[src/rtl/pu_msp430_ram_loader.sv]
// Streams bytes into RAM port B as little-endian words, then reads the region
// back and compares a 16-bit additive checksum of what was written and read.
module pu_msp430_ram_loader #(
  parameter int ADDR_MSB = 6,
  parameter int MEM_SIZE = 256
) (
  input  logic                mclk,
  input  logic                puc_rst,
  input  logic                start,
  input  logic [ADDR_MSB:0]   base_addr,
  input  logic [ADDR_MSB+1:0] len,
  input  logic [7:0]          s_data,
  input  logic                s_valid,
  output logic                s_ready,
  output logic [ADDR_MSB:0]   ram_addrb,
  output logic                ram_cenb,
  output logic [15:0]         ram_dinb,
  output logic [1:0]          ram_wenb,
  input  logic [15:0]         ram_doutb,
  output logic                busy,
  output logic                done,
  output logic                err,
  output logic                chk_ok,
  output logic [15:0]         chk_sum,
  output logic [2:0]          state_dbg
);

  // Byte stream: a byte moves on a rising edge where s_valid and s_ready are
  // both high; s_ready is asserted only while collecting bytes (LOAD).

  localparam int AW = ADDR_MSB + 1;
  localparam int CW = ADDR_MSB + 2;
  localparam int EW = ADDR_MSB + 3;
  localparam logic [EW-1:0] MEM_BYTES = EW'(MEM_SIZE);

  typedef enum logic [2:0] {
    IDLE   = 3'd0,
    LOAD   = 3'd1,
    WRITE  = 3'd2,
    VERIFY = 3'd3,
    VWAIT  = 3'd4,
    FIN    = 3'd5
  } state_t;

  state_t          state;
  logic [AW-1:0]   base_q;
  logic [CW-1:0]   len_q;
  logic [CW-1:0]   byte_cnt;
  logic [CW-1:0]   rd_cnt;
  logic [7:0]      lo_byte;
  logic [15:0]     wr_sum;
  logic [15:0]     rd_sum;
  logic            cap_valid;
  logic            cap_mask;

  logic [EW-1:0]   end_byte;
  logic [CW-1:0]   n_words;
  logic [CW-1:0]   byte_cnt_nxt;
  logic [AW-1:0]   wr_addr;
  logic [15:0]     rd_word;
  logic [15:0]     rd_sum_nxt;

  assign state_dbg = state;

  always_comb begin
    end_byte     = {1'b0, base_addr, 1'b0} + {1'b0, len};
    n_words      = {1'b0, len_q[CW-1:1]} + CW'(len_q[0]);
    byte_cnt_nxt = byte_cnt + CW'(1);
    wr_addr      = base_q + byte_cnt[CW-1:1];
    // The trailing word of an odd load only owns its low byte.
    rd_word      = cap_mask ? {8'h00, ram_doutb[7:0]} : ram_doutb;
    rd_sum_nxt   = rd_sum + rd_word;
  end

  always_ff @(posedge mclk) begin
    if (puc_rst) begin
      state     <= IDLE;
      base_q    <= '0;
      len_q     <= '0;
      byte_cnt  <= '0;
      rd_cnt    <= '0;
      lo_byte   <= '0;
      wr_sum    <= '0;
      rd_sum    <= '0;
      cap_valid <= 1'b0;
      cap_mask  <= 1'b0;
      s_ready   <= 1'b0;
      ram_addrb <= '0;
      ram_cenb  <= 1'b1;
      ram_dinb  <= '0;
      ram_wenb  <= 2'b11;
      busy      <= 1'b0;
      done      <= 1'b0;
      err       <= 1'b0;
      chk_ok    <= 1'b0;
      chk_sum   <= '0;
    end else begin
      // Read data returns one cycle after each VERIFY request.
      cap_valid <= (state == VERIFY);
      case (state)
        IDLE: begin
          if (start) begin
            busy <= 1'b1;
            if (end_byte > MEM_BYTES) begin
              err     <= 1'b1;
              chk_ok  <= 1'b0;
              chk_sum <= '0;
              done    <= 1'b1;
              state   <= FIN;
            end else if (len == '0) begin
              err     <= 1'b0;
              chk_ok  <= 1'b1;
              chk_sum <= '0;
              done    <= 1'b1;
              state   <= FIN;
            end else begin
              base_q   <= base_addr;
              len_q    <= len;
              byte_cnt <= '0;
              wr_sum   <= '0;
              rd_sum   <= '0;
              err      <= 1'b0;
              chk_ok   <= 1'b0;
              chk_sum  <= '0;
              s_ready  <= 1'b1;
              state    <= LOAD;
            end
          end
        end
        LOAD: begin
          if (s_valid && s_ready) begin
            byte_cnt <= byte_cnt_nxt;
            if (byte_cnt[0]) begin
              ram_dinb  <= {s_data, lo_byte};
              ram_wenb  <= 2'b00;
              ram_cenb  <= 1'b0;
              ram_addrb <= wr_addr;
              s_ready   <= 1'b0;
              state     <= WRITE;
            end else if (byte_cnt_nxt == len_q) begin
              ram_dinb  <= {8'h00, s_data};
              ram_wenb  <= 2'b10;
              ram_cenb  <= 1'b0;
              ram_addrb <= wr_addr;
              s_ready   <= 1'b0;
              state     <= WRITE;
            end else begin
              lo_byte <= s_data;
            end
          end
        end
        WRITE: begin
          wr_sum   <= wr_sum + ram_dinb;
          ram_wenb <= 2'b11;
          if (byte_cnt == len_q) begin
            ram_addrb <= base_q;
            rd_cnt    <= CW'(1);
            state     <= VERIFY;
          end else begin
            ram_cenb <= 1'b1;
            s_ready  <= 1'b1;
            state    <= LOAD;
          end
        end
        VERIFY: begin
          if (cap_valid) rd_sum <= rd_sum_nxt;
          cap_mask <= (rd_cnt == n_words) && len_q[0];
          if (rd_cnt == n_words) begin
            ram_cenb <= 1'b1;
            state    <= VWAIT;
          end else begin
            ram_addrb <= ram_addrb + AW'(1);
            rd_cnt    <= rd_cnt + CW'(1);
          end
        end
        VWAIT: begin
          rd_sum  <= rd_sum_nxt;
          chk_sum <= wr_sum;
          chk_ok  <= (wr_sum == rd_sum_nxt);
          done    <= 1'b1;
          state   <= FIN;
        end
        FIN: begin
          done  <= 1'b0;
          busy  <= 1'b0;
          state <= IDLE;
        end
        default: state <= IDLE;
      endcase
    end
  end

endmodule

[config.mk]
export PLATFORM = sky130hd
export DESIGN_NAME = pu_msp430_ram_loader
export DESIGN_NICKNAME = d
export VERILOG_FILES = /design/src/rtl/pu_msp430_ram_loader.sv
export SDC_FILE = /design/constraint.sdc
export NUM_CORES = 1
export LEC_CHECK = 0
export BUFFER_PORTS_ARGS = -buffer_cell sky130_fd_sc_hd__buf_2
export CORE_MARGIN = 8
export CORE_UTILIZATION = 55
export DETAILED_ROUTE_END_ITERATION = 16
export MAX_ROUTING_LAYER = met4
export PLACE_DENSITY = 0.75
export SYNTH_ARGS = -nofsm -noshare
export SYNTH_HDL_FRONTEND = slang
export SYNTH_SLANG_ARGS = --single-unit
export TNS_END_PERCENT = 5
[constraint.sdc]
create_clock -name mclk -period 4.25 [get_ports mclk]
set_input_delay 0.85 -clock mclk [delete_from_list [all_inputs] [get_ports mclk]]
set_output_delay 0.85 -clock mclk [all_outputs]
set_load 0.01 [all_outputs]
==> impl_metrics.csv <==
group,metric,value,unit
logic_synthesis,synth-edff-count,0,
worst_setup_path,crit_family,"simple AND/OR/NAND/NOR gates",
sta,slew_headroom,20.9,%
grt,globalRouteOverflowTotal,0,
placed_design,hpwl,15700,µm
worst_hold_path,min_to,"ram_wenb[0]$_SDFFE_PP1P_",
worst_setup_path,crit_arrival,3700,ps
worst_setup_path,r2r_slack,950,ps
outcome,outcome,"finished clean",
sta,final.setup_skew,8.94,ps
sta,setup_viol,0,
finish,syn2layout_area_growth,14.7,%
grt,grt.total_usage,23.8,%
finish,insertedDiodeCount,0,
clock_network,htreeDepth,4,
drt,drc,0,
drt,vias_per_cell,6.01,
clock_network,cts_inserted_buffers,17,
pwr,power.density,371,mW/mm²
logic_synthesis,syn-mean-instance-area,8.40,µm²
grt,grtUsageMet1,32.1,%
clock_network,cts.clk_slew.worst_paths,60,ps
sta,tightest_slew,1180,ps
clock_network,cts_tree,"yes",
pwr,p_switching,1.12,mW
worst_setup_path,r2r_start,"len_q[1]$_SDFFE_PP0P_",
logic_synthesis,synth-main-ff-cell,"dfxtp_1",
drt,dr.pass1.iters,4,
worst_setup_path,critPathCaptureType,"flip-flop",
placed_design,gp_routability_congestion,0.933,
finish,design_area,0.00911,mm²
logic_synthesis,async_flop_share,0,%
grt,gr-usage-met2,34.0,%
grt,grt_pass1_vias,6821,
pwr,p_comb_share,21.8,%
worst_setup_path,path_class,"input pin to flip-flop",
sta,fmax,0.293,GHz
pwr,p_int,2.26,mW
sta,fin_crit_sh,80.3,%
flow_run,cap_violations,0,
sta,maxSlewViolCount,0,
clock_network,worstSkewPairLatency,430,ps
grt,antenna_found_initial,0,
logic_synthesis,synth_top_area_share,31.0,%
drt,final_antenna_net_count,0,
pwr,p_leak,3.83,nW
worst_setup_path,cp_num_buf_inv,3,
grt,busiest_layer,"met2",
worst_setup_path,crit_chain,"buf_2 > ha_1 > inv_1 > fa_1 > nand2b_1 > nor4bb_1 > mux2i_1 > o22ai_1 > or4b_4 > a2111oi_4 > buf_4 > mux2i_1 > nor2_1",
pwr,swShare,33.1,%
placed_design,placed_area,0.00856,mm²
finish,final_core_util,63.6,%
sta,hold_viol,0,
worst_setup_path,cp_slowest_cell,"or4b_4",
worst_hold_path,hold_start,"ram_wenb[0]$_SDFFE_PP1P_",
worst_setup_path,worstPathRequired,4540,ps
logic_synthesis,synth_area_leaders,"dfxtp_1 (31%), ha_1 (7.6%), mux2i_1 (6.0%)",
clock_network,cts-root-buf,"clkbuf_16",
worst_setup_path,crit_top_cell,"mux2i_1",
drt,num_vias,7324,
sta,rsz0062_at_grt,"no",
worst_setup_path,max_stage_delay,530,ps
grt,grt_pass1_wl,34400,µm
worst_setup_path,rr_worst_depth,9,
floorplanning,floorplan.initialDensity,55.5,%
logic_synthesis,yosysWarnings,0,
clock_network,cts_setup_buffers,0,
worst_setup_path,worstPathMaxFanout,15,
floorplanning,rows,44,
worst_setup_path,cp-start-kind,"input pin",
logic_synthesis,syn-cell-area,0.00794,mm²
floorplanning,die-area,0.0185,mm²
drt,wl,21100,µm
pwr,vdd_drop_max,354,µV
drt,avgRoutedWirePerCell,17.3,µm
logic_synthesis,synth-seq-cells,123,
worst_hold_path,hp-class,"flip-flop to flip-flop",
logic_synthesis,synth_cell_types,75,
logic_synthesis,syn_nets,1040,
logic_synthesis,ys_seq_area_share,31.0,%
floorplanning,die_w,136,µm
floorplanning,core,0.0143,mm²
worst_hold_path,min_path_cells,2,
sta,tns,0,ps
drt,first_iter_violations,597,
pwr,p_seq_share,37.6,%
logic_synthesis,synth_top_area_cell,"dfxtp_1",
clock_network,clk_path_buf_depth,2,
grt,grtUsageMet3,4.51,%
pwr,p_clk_share,40.7,%
worst_setup_path,reg2reg_to,"ram_addrb[6]$_SDFFE_PP0P_",
clock_network,clock_sink_count,123,
floorplanning,die_y,136,µm
placed_design,io_buffer_count,92,
floorplanning,io_pins,93,
finish,drive_gt1_share,14.5,%
clock_network,cts_hold_buf,0,
logic_synthesis,synthCells,945,
clock_network,cts-resized-gates,0,
finish,final_nets,1117,
grt,grt_max_degree,57,
sta,min_period,3410,ps
==> worst register-to-register path, delay by kind of cell, from the launching register on <==
kind | cells | cell delay, ps
and+or+nand+nor | 2 | 510
xor gates and xnor gates | 1 | 130
adders and majority gates | 2 | 540
DFF | 1 | 470
AOI/OAI and AO/OA | 4 | 1560
==> through the flow <==
| stage | power, mW | setup WS, ps | hold WS, ps | instances |
|---|---|---|---|---|
| floorplan | 1.80 | 707 | 451 | 945 |
| global placement | 2.01 | 570 | 432 | 1187 |
| detailed placement | 2.01 | 445 | 433 | 1187 |
| CTS | 3.38 | 874 | 449 | 1219 |
| global route | 3.52 | 685 | 475 | 1219 |
| finish | 3.38 | 837 | 452 | 1219 |
==> cell families after synthesis <==
kind of cell | Yosys count | synth area share (%)
buf+inv | 72 | 3.56
fa+ha+maj | 52 | 8.57
flops | 123 | 31.0
mux | 49 | 6.19
compound gates | 247 | 21.9
simple gates | 326 | 20.0
xor+xnor | 76 | 8.74
==> area by class of cell <==
| type | instances | area [µm²] |
|---|---|---|
| clock buffers | 19 | 443 |
| clock inverters | 13 | 109 |
| fillers | 1273 | 5210 |
| inverters | 26 | 97.6 |
| multi-input cells | 750 | 5210 |
| flip-flops and latches | 123 | 2460 |
| well taps | 184 | 230 |
| repair buffers | 104 | 553 |
==> power groups by stage <==
stage | registers (mW) | logic (mW) | clock network [mW]
after floorplan | 1.27 | 0.528 | 0
after global placement | 1.29 | 0.716 | 0
after detailed placement | 1.29 | 0.722 | 0
after CTS | 1.27 | 0.728 | 1.39
after global routing | 1.27 | 0.805 | 1.44
final | 1.27 | 0.735 | 1.37
==> per-layer routing <==
layer	wire length, µm	vias up
met5	0	-
met4	501	0
met3	1570	42
met2	8940	243
met1	10100	3435
li1	-	3604
==> Yosys cell counts (all sizes together) (8+ instances only) <==
| cell type | count |
|---|---|
| mux2i | 48 |
| clkbuf | 39 |
| a21oi | 56 |
| o21ai | 31 |
| inv | 26 |
| o211ai | 14 |
| nand3 | 30 |
| nor3 | 21 |
| a21o | 13 |
| ha | 48 |
| and3 | 8 |
| xor2 | 29 |
| dfxtp | 123 |
| xnor2 | 45 |
| nor2 | 115 |
| nand2b | 30 |
| o31ai | 8 |
| a22oi | 26 |
| a22o | 14 |
| nand2 | 60 |
| nor2b | 15 |
| a211oi | 21 |
==> registers in the layout, summed over array words and instances (netlist names) <==
name / flops
cap_valid: 1
err: 1
ram_cenb: 1
wr_sum: 16
done: 1
cap_mask: 1
base_q: 7
ram_addrb: 7
s_ready: 1
lo_byte: 8
rd_cnt: 8
ram_wenb: 2
rd_sum: 16
busy: 1
len_q: 8
chk_sum: 16
byte_cnt: 8
ram_dinb: 16
chk_ok: 1
state_dbg: 3
==> worst max path at each step <==
stage                 startpoint                endpoint  slack [ps]  depth (start not counted)
floorplan           base_addr[0]  base_q[0]$_SDFFE_PP0P_         710                         12
global placement          len[1]   len_q[7]$_SDFFE_PP0P_         570                         13
detailed placement  base_addr[0]  base_q[1]$_SDFFE_PP0P_         440                         13
CTS                 base_addr[0]   len_q[4]$_SDFFE_PP0P_         870                         13
global route              len[1]   len_q[4]$_SDFFE_PP0P_         680                         13
finish              base_addr[0]   len_q[4]$_SDFFE_PP0P_         840                         13
==> cell usage in the layout, fill, tap and decap left out, drive strengths merged, types with 30 or more instances in the layout <==
cell type and count:
mux2i 48, nand3 30, dfxtp 123, o21ai 31, nand2b 30, buf 104, a21oi 56, ha 48
inv 32, nor2 115, nand2 60, xnor2 45
(Power assumes the default switching activity.)
